[src/rtl/mct_sequencer.sv]
// MCT sequencer: frames memory cycle times from tp1..tp10 pulses and
// issues registered control strobes for one- and two-MCT subinstructions.
module mct_sequencer #(
  parameter int CNT_W = 16,
  parameter int RD_TP = 2,
  parameter int WR_TP = 8
) (
  input  logic             clk,
  input  logic             rst_n,
  input  logic [9:0]       tp,
  input  logic             inst_valid,
  input  logic [2:0]       inst_op,
  output logic             inst_ready,
  output logic             mem_rd,
  output logic             mem_wr,
  output logic             a_rd,
  output logic             a_wr,
  output logic             b_wr,
  output logic             alu_add,
  output logic             done,
  output logic             illegal_op,
  output logic             seq_err,
  output logic [CNT_W-1:0] mct_count
);

  typedef enum logic [1:0] {
    IDLE,
    MCT1,
    MCT2
  } state_t;

  localparam logic [2:0] OP_LOAD  = 3'd1;
  localparam logic [2:0] OP_STORE = 3'd2;
  localparam logic [2:0] OP_ADD   = 3'd3;
  localparam logic [2:0] OP_XCH   = 3'd4;

  state_t     r_state;
  logic [2:0] r_op;
  logic [9:0] r_last;

  logic       w_any;
  logic       w_multi;
  logic [9:0] w_succ;
  logic       w_err;
  logic       w_ok;
  logic       w_m1;
  logic       w_m2;
  logic       w_ld;
  logic       w_st;
  logic       w_add;
  logic       w_xch;
  logic       w_two;
  logic       w_acc;

  // r_last is zero until the first pulse, which disables the successor check
  assign w_any   = |tp;
  assign w_multi = (tp & (tp - 10'd1)) != 10'd0;
  assign w_succ  = {r_last[8:0], r_last[9]};
  assign w_err   = w_multi ||
                   (w_any && (r_last != 10'd0) && (tp != w_succ));
  assign w_ok    = w_any && !w_err;

  assign w_m1  = w_ok && (r_state == MCT1);
  assign w_m2  = w_ok && (r_state == MCT2);
  assign w_ld  = r_op == OP_LOAD;
  assign w_st  = r_op == OP_STORE;
  assign w_add = r_op == OP_ADD;
  assign w_xch = r_op == OP_XCH;
  assign w_two = w_add || w_xch;
  assign w_acc = w_ok && tp[0] && (r_state == IDLE) &&
                 inst_ready && inst_valid;

  always_ff @(posedge clk or negedge rst_n) begin
    if (!rst_n) begin
      r_state    <= IDLE;
      r_op       <= 3'd0;
      r_last     <= 10'd0;
      inst_ready <= 1'b0;
      mem_rd     <= 1'b0;
      mem_wr     <= 1'b0;
      a_rd       <= 1'b0;
      a_wr       <= 1'b0;
      b_wr       <= 1'b0;
      alu_add    <= 1'b0;
      done       <= 1'b0;
      illegal_op <= 1'b0;
      seq_err    <= 1'b0;
      mct_count  <= '0;
    end else begin
      mem_rd  <= w_m1 && tp[RD_TP-1] && (w_ld || w_two);
      mem_wr  <= tp[WR_TP-1] && ((w_m1 && w_st) || (w_m2 && w_xch));
      a_rd    <= tp[2] && ((w_m1 && w_st) || (w_m2 && w_xch));
      a_wr    <= (w_m1 && w_ld && tp[5]) ||
                 (w_m2 && w_add && tp[6]) ||
                 (w_m2 && w_xch && tp[8]);
      b_wr    <= w_m1 && w_two && tp[5];
      alu_add <= w_m2 && w_add && tp[3];

      done       <= 1'b0;
      illegal_op <= 1'b0;
      inst_ready <= r_state == IDLE;

      if (w_any) begin
        r_last <= w_multi ? 10'd0 : tp;
      end

      if (w_err) begin
        seq_err    <= 1'b1;
        r_state    <= IDLE;
        inst_ready <= 1'b1;
      end else if (w_ok && tp[9]) begin
        mct_count <= mct_count + 1'b1;
        unique case (r_state)
          MCT1: begin
            if (w_two) begin
              r_state <= MCT2;
            end else begin
              r_state    <= IDLE;
              done       <= 1'b1;
              inst_ready <= 1'b1;
            end
          end
          MCT2: begin
            r_state    <= IDLE;
            done       <= 1'b1;
            inst_ready <= 1'b1;
          end
          default: r_state <= IDLE;
        endcase
      end else if (w_acc) begin
        r_op       <= inst_op;
        r_state    <= MCT1;
        inst_ready <= 1'b0;
        illegal_op <= inst_op > OP_XCH;
      end
    end
  end

endmodule
[config.mk]
export PLATFORM = sky130hd
export DESIGN_NAME = mct_sequencer
export DESIGN_NICKNAME = d
export VERILOG_FILES = /design/src/rtl/mct_sequencer.sv
export SDC_FILE = /design/constraint.sdc
export NUM_CORES = 1
export LEC_CHECK = 0
export CAP_MARGIN = 20
export CORE_UTILIZATION = 55
export CTS_BUF_LIST = sky130_fd_sc_hd__clkbuf_4
export CTS_CLUSTER_DIAMETER = 60
export CTS_CLUSTER_SIZE = 12
export DETAILED_ROUTE_END_ITERATION = 7
export GPL_TIMING_DRIVEN = 1
export PLACE_DENSITY_LB_ADDON = 0.12
export SYNTH_ARGS = -nofsm -noshare
export SYNTH_HDL_FRONTEND = slang
export SYNTH_SLANG_ARGS = --single-unit
[constraint.sdc]
create_clock -name clk -period 5.1 [get_ports clk]
set_input_delay 1.02 -clock clk [delete_from_list [all_inputs] [get_ports clk]]
set_output_delay 1.02 -clock clk [all_outputs]
set_load 0.02 [all_outputs]
==> results by stage, run 1 <==
Logic synthesis:
- After technology mapping, the gate count stands at 194.
- By area the synthesized netlist is led by dfrtp_1, xor2_1, xnor2_1.
- The count of yosys warnings during synthesis is 0.
- The most used flip-flop cell after synthesis is dfrtp_1.
- When the netlist entered floorplanning its net count stood at 214.
- The average instance area after synthesis is 11.3 um^2.
- The share of the Yosys chip area taken by registers is 0.469.
- Counting flops and latches in the post-synthesis netlist gives 41.
- The number of library cell types mapped by synthesis is 51.
- The number of enable flip-flop cells after synthesis is 0.
- The cell area that synthesis handed to floorplanning was 0.00219 mm^2.
- The leading area contributor after synthesis is dfrtp_1.
- Counting flops with an async set or reset pin after synthesis yields a share of 1.00.
- Of the post-synthesis cell area, the dominant cell type holds 0.469.

Power and ir drop:
- For this design the total switching power over the nets is 0.142 mW.
- Power comes to 0.593 mW.
- The sequential share of power is 0.559.
- The share of total power dissipated in combinational logic is 0.096.
- The net switching fraction of the power is 0.239.
- VDD sags by at most 163 uV.
- The clock network power share is 0.345.
- For this design the ratio of total power to cell area is 219 mW/mm^2.
- Cell internal power was estimated by the tool at 0.452 mW.
- Summed over all cells, the static leakage comes to 1.12 nW.

STA:
- Setup violations remaining at the end of the flow were counted as 0.
- For the pin with the worst max-slew slack, the measured transition is 0.884 ns.
- Setup total negative slack on the finished layout was measured at 0 ns.
- Setup repair after global routing left no endpoint under its margin.
- In the finished design, the share of the clock period the worst path needs comes to 0.652.
- Headroom to the max-slew limit came out at 0.411.
- The count of final hold-check violations is 0.
- Counting I/O delays and the setup requirement, the final critical path takes 3.32 ns.
- The highest achievable clock rate is 0.301 GHz.
- The final setup skew is 0.0185 ns.
- The total count of max-transition violations in the final report is 0.

Run:
- The tool flagged a number of max-cap violations equal to 0.

Cells and area:
- In the final design database the tool counted 258 nets.
- Relative to the synthesized area, the layout overhead comes to 23.7%.
- The area taken by flip-flops and latches is 0.00103 mm^2.
- The multi-input logic area is 0.00111 mm^2.
- The count of fill cells added during filler insertion is 286.
- The number of antenna diodes in the final layout is 0.
- In the layout the commonest cells are dfrtp_1, clkdlybuf4s50_1, xor2_1, xnor2_1, nor2_1.
- Of the cells placed in the final design, the portion with a size suffix greater than 1 is 0.126.
- The most common cell after layout, fill and taps aside is dfrtp_1.

Clock network:
- The number of setup buffers added after CTS is 0.
- The number of CTS-inserted buffers is 5.
- The deepest level of the CTS H-tree is 2.
- Once the clock tree was built, the resizer swapped 0 gates to a different size.
- The post-cts hold buffer count is 0.
- The tree built by TritonCTS fans out to 41 sinks.
- The clock-pin slew on the worst setup and hold paths is 0.11 ns.
- The cell at the root of the clock tree is clkbuf_4.
- The clock network latency to the later pin of the worst-skew pair is 0.36 ns.
- The largest buffer count on any clock path is 2.
- The clock tree from TritonCTS is yes.

Critical path:
- The slowest library cell on the worst path is clkdlybuf4s50_1.
- The data arrival at the endpoint of the critical path is 3.59 ns.
- Walking the worst path, the cells encountered are clkdlybuf4s50_1 > maj3_1 > o32ai_4 > o211a_1 > nand3b_1 > nor3_1.
- The endpoint class of the critical path is a flop.
- Data on the critical path is required at its endpoint by 5.36 ns.
- Of all nets on the critical path, the largest fanout is 16.
- The delay of the slowest cell on the worst path is 0.72 ns.
- STA classifies the critical path startpoint as a primary input.
- The classification of the worst setup path is in2reg.

Drt:
- Detailed routing inserted a total of 1720 vias.
- In this run the remaining antenna-violating nets after routing total 0.
- The number of iterations in the first detailed-routing pass is 4.
- The count of routing violations after the opening detailed-route iteration is 161.
- Dividing the detail-routed via count by the number of cells gives 6.01.
- The final routed wirelength across all metal layers is 4900 um.
- The DRC violations left is 0.
- The post-detailed-route wirelength per cell is 17.1 um.

GRT:
- Entering global routing, the biggest net connects 42 pins.
- The initial antenna violation count is 0.
- The via count of the first global-routing pass is 1779.
- The remaining global-route overflow is 0.
- The global-route total usage across every layer is 0.262.
- The first global-routing pass estimated 8340 um of wire.

Die:
- 42 I/O pins were placed.
- The area enclosed by the die boundary is 0.00423 mm^2.
- The floorplan step set the die width to 65.1 um.
- For this configuration, the core starts out at a cell density of 0.584.
- The standard-cell row count is 22.
- After floorplanning, the core was sized to cover 0.00374 mm^2.
- The vertical extent of the die is 65.1 um.

Run status:
- The run finished with clean final reports.

Place:
- The wire-length estimate of the detail-placed layout is 3570 um.
- The global placer's final weighted congestion is 0.833.
- Port buffering added 41 buffers.

Min path:
- The worst hold path belongs to the class reg2reg.
flip-flops by register name (all words and copies together) (netlist names), 2 cells and up:
register and cells:
r_state 2, r_op 3, mct_count 16, r_last 10
kinds of logic (layout without fill, tap and decap cells):
| family | Yosys count | in the layout | synth area share |
|---|---|---|---|
| and+or+nand+nor | 73 | 73 | 0.215 |
| DFF | 41 | 41 | 0.469 |
| AOI/OAI and AO/OA | 33 | 33 | 0.133 |
| xor gates and xnor gates | 25 | 25 | 0.100 |
| buffers and inverters | 11 | 55 | 0.0246 |
| adders and majority gates | 6 | 6 | 0.0320 |
| muxes | 5 | 5 | 0.0257 |
area by class of cell:
| type | instances | share of cell area |
|---|---|---|
| clock buffer | 5 | 0.0139 |
| clock inverter | 2 | 0.0130 |
| inverter | 5 | 0.00694 |
| multi-input combinational | 142 | 0.409 |
| sequential | 41 | 0.379 |
| tap | 48 | 0.0222 |
| timing repair buffer | 43 | 0.155 |
worst max-delay path: cells and delay by family:
| kind | cells | cell delay [ns] |
|---|---|---|
| AOI/OAI and AO/OA | 2 | 0.80 |
| buffers and inverters | 1 | 0.72 |
| adders and majority gates | 1 | 0.53 |
| and+or+nand+nor | 2 | 0.51 |
metal layers:
metal / wire length, um / up-vias / global-route usage
met4: 71 / 0 / 0.101
met5: 0 / - / 0
met3: 212 / 7 / 0.0704
met1: 2200 / 864 / 0.355
li1: - / 799 / -
met2: 2410 / 50 / 0.400
per-stage QoR:
step                      setup slack [ns]  cell area, um^2  hold WS, ns  cells  utilization
final                                 1.78             2710        0.488    286        0.723
after global routing                  1.55             2710        0.510    286        0.723
after CTS                             1.76             2700        0.498    285        0.721
after detailed placement              1.37             2630        0.478    278        0.701
after global placement                1.45             2630        0.457    278        0.701
after floorplan                       2.29             2190        0.493    194            -
synth_stat cells, types with 4 or more instances:
| cell | instances |
|---|---|
| dfrtp_1 | 41 |
| xor2_1 | 13 |
| nor2_1 | 12 |
| xnor2_1 | 12 |
| nand2_1 | 10 |
| a22o_1 | 9 |
| nand4_1 | 9 |
| nand3_1 | 8 |
| nor3_2 | 6 |
| a21oi_1 | 5 |
| inv_1 | 5 |
| nor3_1 | 5 |
| ha_1 | 4 |
worst paths after layout:
check                         startpoint             to  slack, ns  depth (start not counted)
hold / removal             mct_count[15]  mct_count[15]       0.49                          1
setup / recovery                   tp[9]           b_wr       1.78                          6
hold reg to reg            mct_count[15]  mct_count[15]       0.49                          1
min in group asynchronous          rst_n      r_last[8]       0.77                          1
max in group asynchronous          rst_n     inst_ready       3.77                          1
setup reg to reg               r_last[9]   mct_count[1]       2.92                          5
power by group through the flow:
stage,Clock (mW),Combinational [mW],Sequential (mW)
5_1_grt,0.225,0.0626,0.332
3_5_place_dp,0,0.0571,0.338
3_3_place_gp,0,0.0557,0.338
4_1_cts,0.208,0.0573,0.332
2_1_floorplan,0,0.0238,0.339
6_report,0.204,0.0570,0.332
(Power assumes the default switching activity.)
==> run 2, diff against run 1 <==
- CORE_UTILIZATION: 55 -> 54
- clock period: 5.1 -> 3.16 ns (I/O delays scaled with it)
==> results by stage, run 2 (synthesis gave the netlist of run 1 again) <==
STA:
- The total negative setup slack is 0 ns.
- Across all setup checks in the final design, the least slack found is 0.512 ns.
- The shortest period the worst path allows is 2.65 ns.
- On the final layout, the worst clock skew is 0.0247 ns.
- Setup violations remaining at the end of the flow were counted as 0.
- The highest achievable clock rate is 0.378 GHz.
- The total count of max-transition violations in the final report was 0.
- At the pin with the least slew margin, the transition time is 0.900 ns.
- In the finished design, the share of the clock period the worst path needs comes to 0.838.
- Headroom to the max-slew limit came out at 0.400.
- On the final layout, the worst hold slack is 0.378 ns.
- The count of final hold-check violations came to 0.
- Setup repair after global routing left no endpoint under its margin.

Min path:
- The worst min-delay path category is in2async.

Clock network:
- The cell at the root of the clock tree is clkbuf_4.
- The number of setup buffers added after CTS is 0.
- The clock tree from TritonCTS is yes.
- The post-cts repair resize count is 0.
- The deepest level of the CTS H-tree is 2.
- The post-cts hold buffer count is 0.
- The clock network latency to the later pin of the worst-skew pair is 0.36 ns.
- The number of CTS-inserted buffers is 5.
- The largest buffer count on any clock path is 2.
- The clock-pin slew on the worst setup and hold paths is 0.13 ns.
- The CTS sink count is 41.

GRT:
- The initial antenna violation count is 0.
- The global-route total usage across every layer is 0.252.
- The via count of the first global-routing pass is 1768.
- Entering global routing, the biggest net connects 42 pins.
- The wire length of the first global-routing pass is 8240 um.
- The remaining global-route overflow is 0.

Cells and area:
- The share of post-route cells with drive strength above 1 is 0.164.
- The layout overhead on the synthesized area is 27.7%.
- The area of all placed cells without fillers is 0.00279 mm^2.
- In the layout the commonest cells are dfrtp_1, clkdlybuf4s50_1, xor2_1, buf_4.
- The number of flip-flops in the largest register is 16.
- For this run, the share of the core covered by cells in the final layout is 0.741.
- In the final layout, the registers with the most flip-flops are mct_count (16), r_last (10), r_op (3).
- The most common cell after layout, fill and taps aside is dfrtp_1.
- The total inserted antenna cells is 0.
- The register with the most flip-flops in the final layout is mct_count.
- At the end of the flow, the number of nets in the layout was 269.

Critical path:
- The beginning of the worst register-to-register path is r_last[6].
- The worst setup path is of the in2reg kind.
- Of all nets on the critical path, the largest fanout is 10.
- The reg2reg setup slack is 1.12 ns.
- Walking the worst path, the cells encountered are clkdlybuf4s50_1 > or4_4 > a211oi_2 > o211ai_4 > nor3b_4 > mux2_1.
- In this run the critical register-to-register path is captured at r_op[0].
- Data on the critical path is required at its endpoint by 3.39 ns.
- The delay of the slowest cell on the worst path is 0.54 ns.
- The sort of element at the start of the critical path is a primary input.
- The slowest library cell on the worst path is clkdlybuf4s50_1.
- The logic depth of the worst register-to-register path is 6.
- The data arrival at the endpoint of the critical path is 2.88 ns.
- STA classifies the critical path endpoint as a flop.

Place:
- At the end of routability-driven placement, the weighted congestion stood at 0.877.
- At the placement stage, the worst setup path has a slack of 0.161 ns.
- In this run the cell area measured after placement is 0.00272 mm^2.
- The number of buffer cells added on primary ports is 41.
- The detailed placer's ending HPWL is 3660 um.

Die:
- The I/O pin count is 42.
- The core area is 0.00377 mm^2.
- The die covers 0.00431 mm^2.
- In this run the vertical extent of the chip is 65.6 um.
- For this configuration, the core starts out at a cell density of 0.580.
- From left edge to right edge, the die measures 65.6 um.
- The standard-cell row count is 22.

Run:
- The count of max-cap constraint violations is 0.

Drt:
- After the first detailed-routing iteration, the DRC count stood at 108.
- The number of iterations in the first detailed-routing pass is 4.
- The DRC violations left is 0.
- Wires add up to 4930 um.
- Once detail routing completed, the nets flagged for antenna violations numbered 0.
- In the final routed layout, each cell accounts on average for 16.5 um.
- The total vias in the final route is 1772.
- In the routed layout, each cell is associated on average with a via count of 5.95.

Run status:
- The flow ran to the end, and the final reports show no timing, DRC or antenna violations.

Power and ir drop:
- For this design the ratio of total power to cell area is 352 mW/mm^2.
- For this design the static power due to leakage is 1.18 nW.
- The maximum vdd ir drop is 243 uV.
## run 2: through the flow
step / std cells / total power [mW]
2_1_floorplan: 194 / 0.586
3_3_place_gp: 290 / 0.644
3_5_place_dp: 290 / 0.647
4_1_cts: 298 / 0.989
5_1_grt: 298 / 1.01
6_report: 298 / 0.984
## run 2: worst max-delay path by stage
| stage | slack (ns) | endpoint | depth (start not counted) | startpoint |
|---|---|---|---|---|
| global placement | 0.22 | mct_count[14] | 7 | tp[0] |
| detailed placement | 0.16 | mct_count[14] | 7 | tp[3] |
| CTS | 0.54 | mct_count[14] | 7 | tp[3] |
| global route | 0.45 | r_op[1] | 6 | tp[3] |
| floorplan | 0.74 | r_op[0] | 5 | tp[0] |
| finish | 0.51 | r_op[0] | 6 | tp[3] |
## run 2: layout make-up
type	count	area [um^2]
multi-input cells	142	1110
well taps	48	60.1
inverters	5	18.8
repair buffers	54	503
clock inverters	2	33.8
flip-flops and latches	41	1030
fillers	274	977
clock buffers	6	45.0
## run 2: where the power goes
group          internal, mW  switching, mW  total [mW]  leakage, nW
clock                 0.173          0.173       0.347       0.0433
sequential            0.529        0.00596       0.535        0.561
combinational        0.0465         0.0555       0.102        0.575
total                 0.749          0.235       0.984         1.18
## run 2: worst max-delay path: cells and delay by family
kind                   cells  cell delay [ns]
and+or+nand+nor            2             0.83
buffers and inverters      1             0.54
AOI/OAI and AO/OA          2             0.54
muxes                      1             0.34
## run 2: routing by layer
layer,vias up,track usage,share of wire
met4,0,0.0815,0.011
met3,6,0.0503,0.026
met5,-,0,0
met2,41,0.421,0.50
met1,900,0.325,0.46
li1,825,-,-
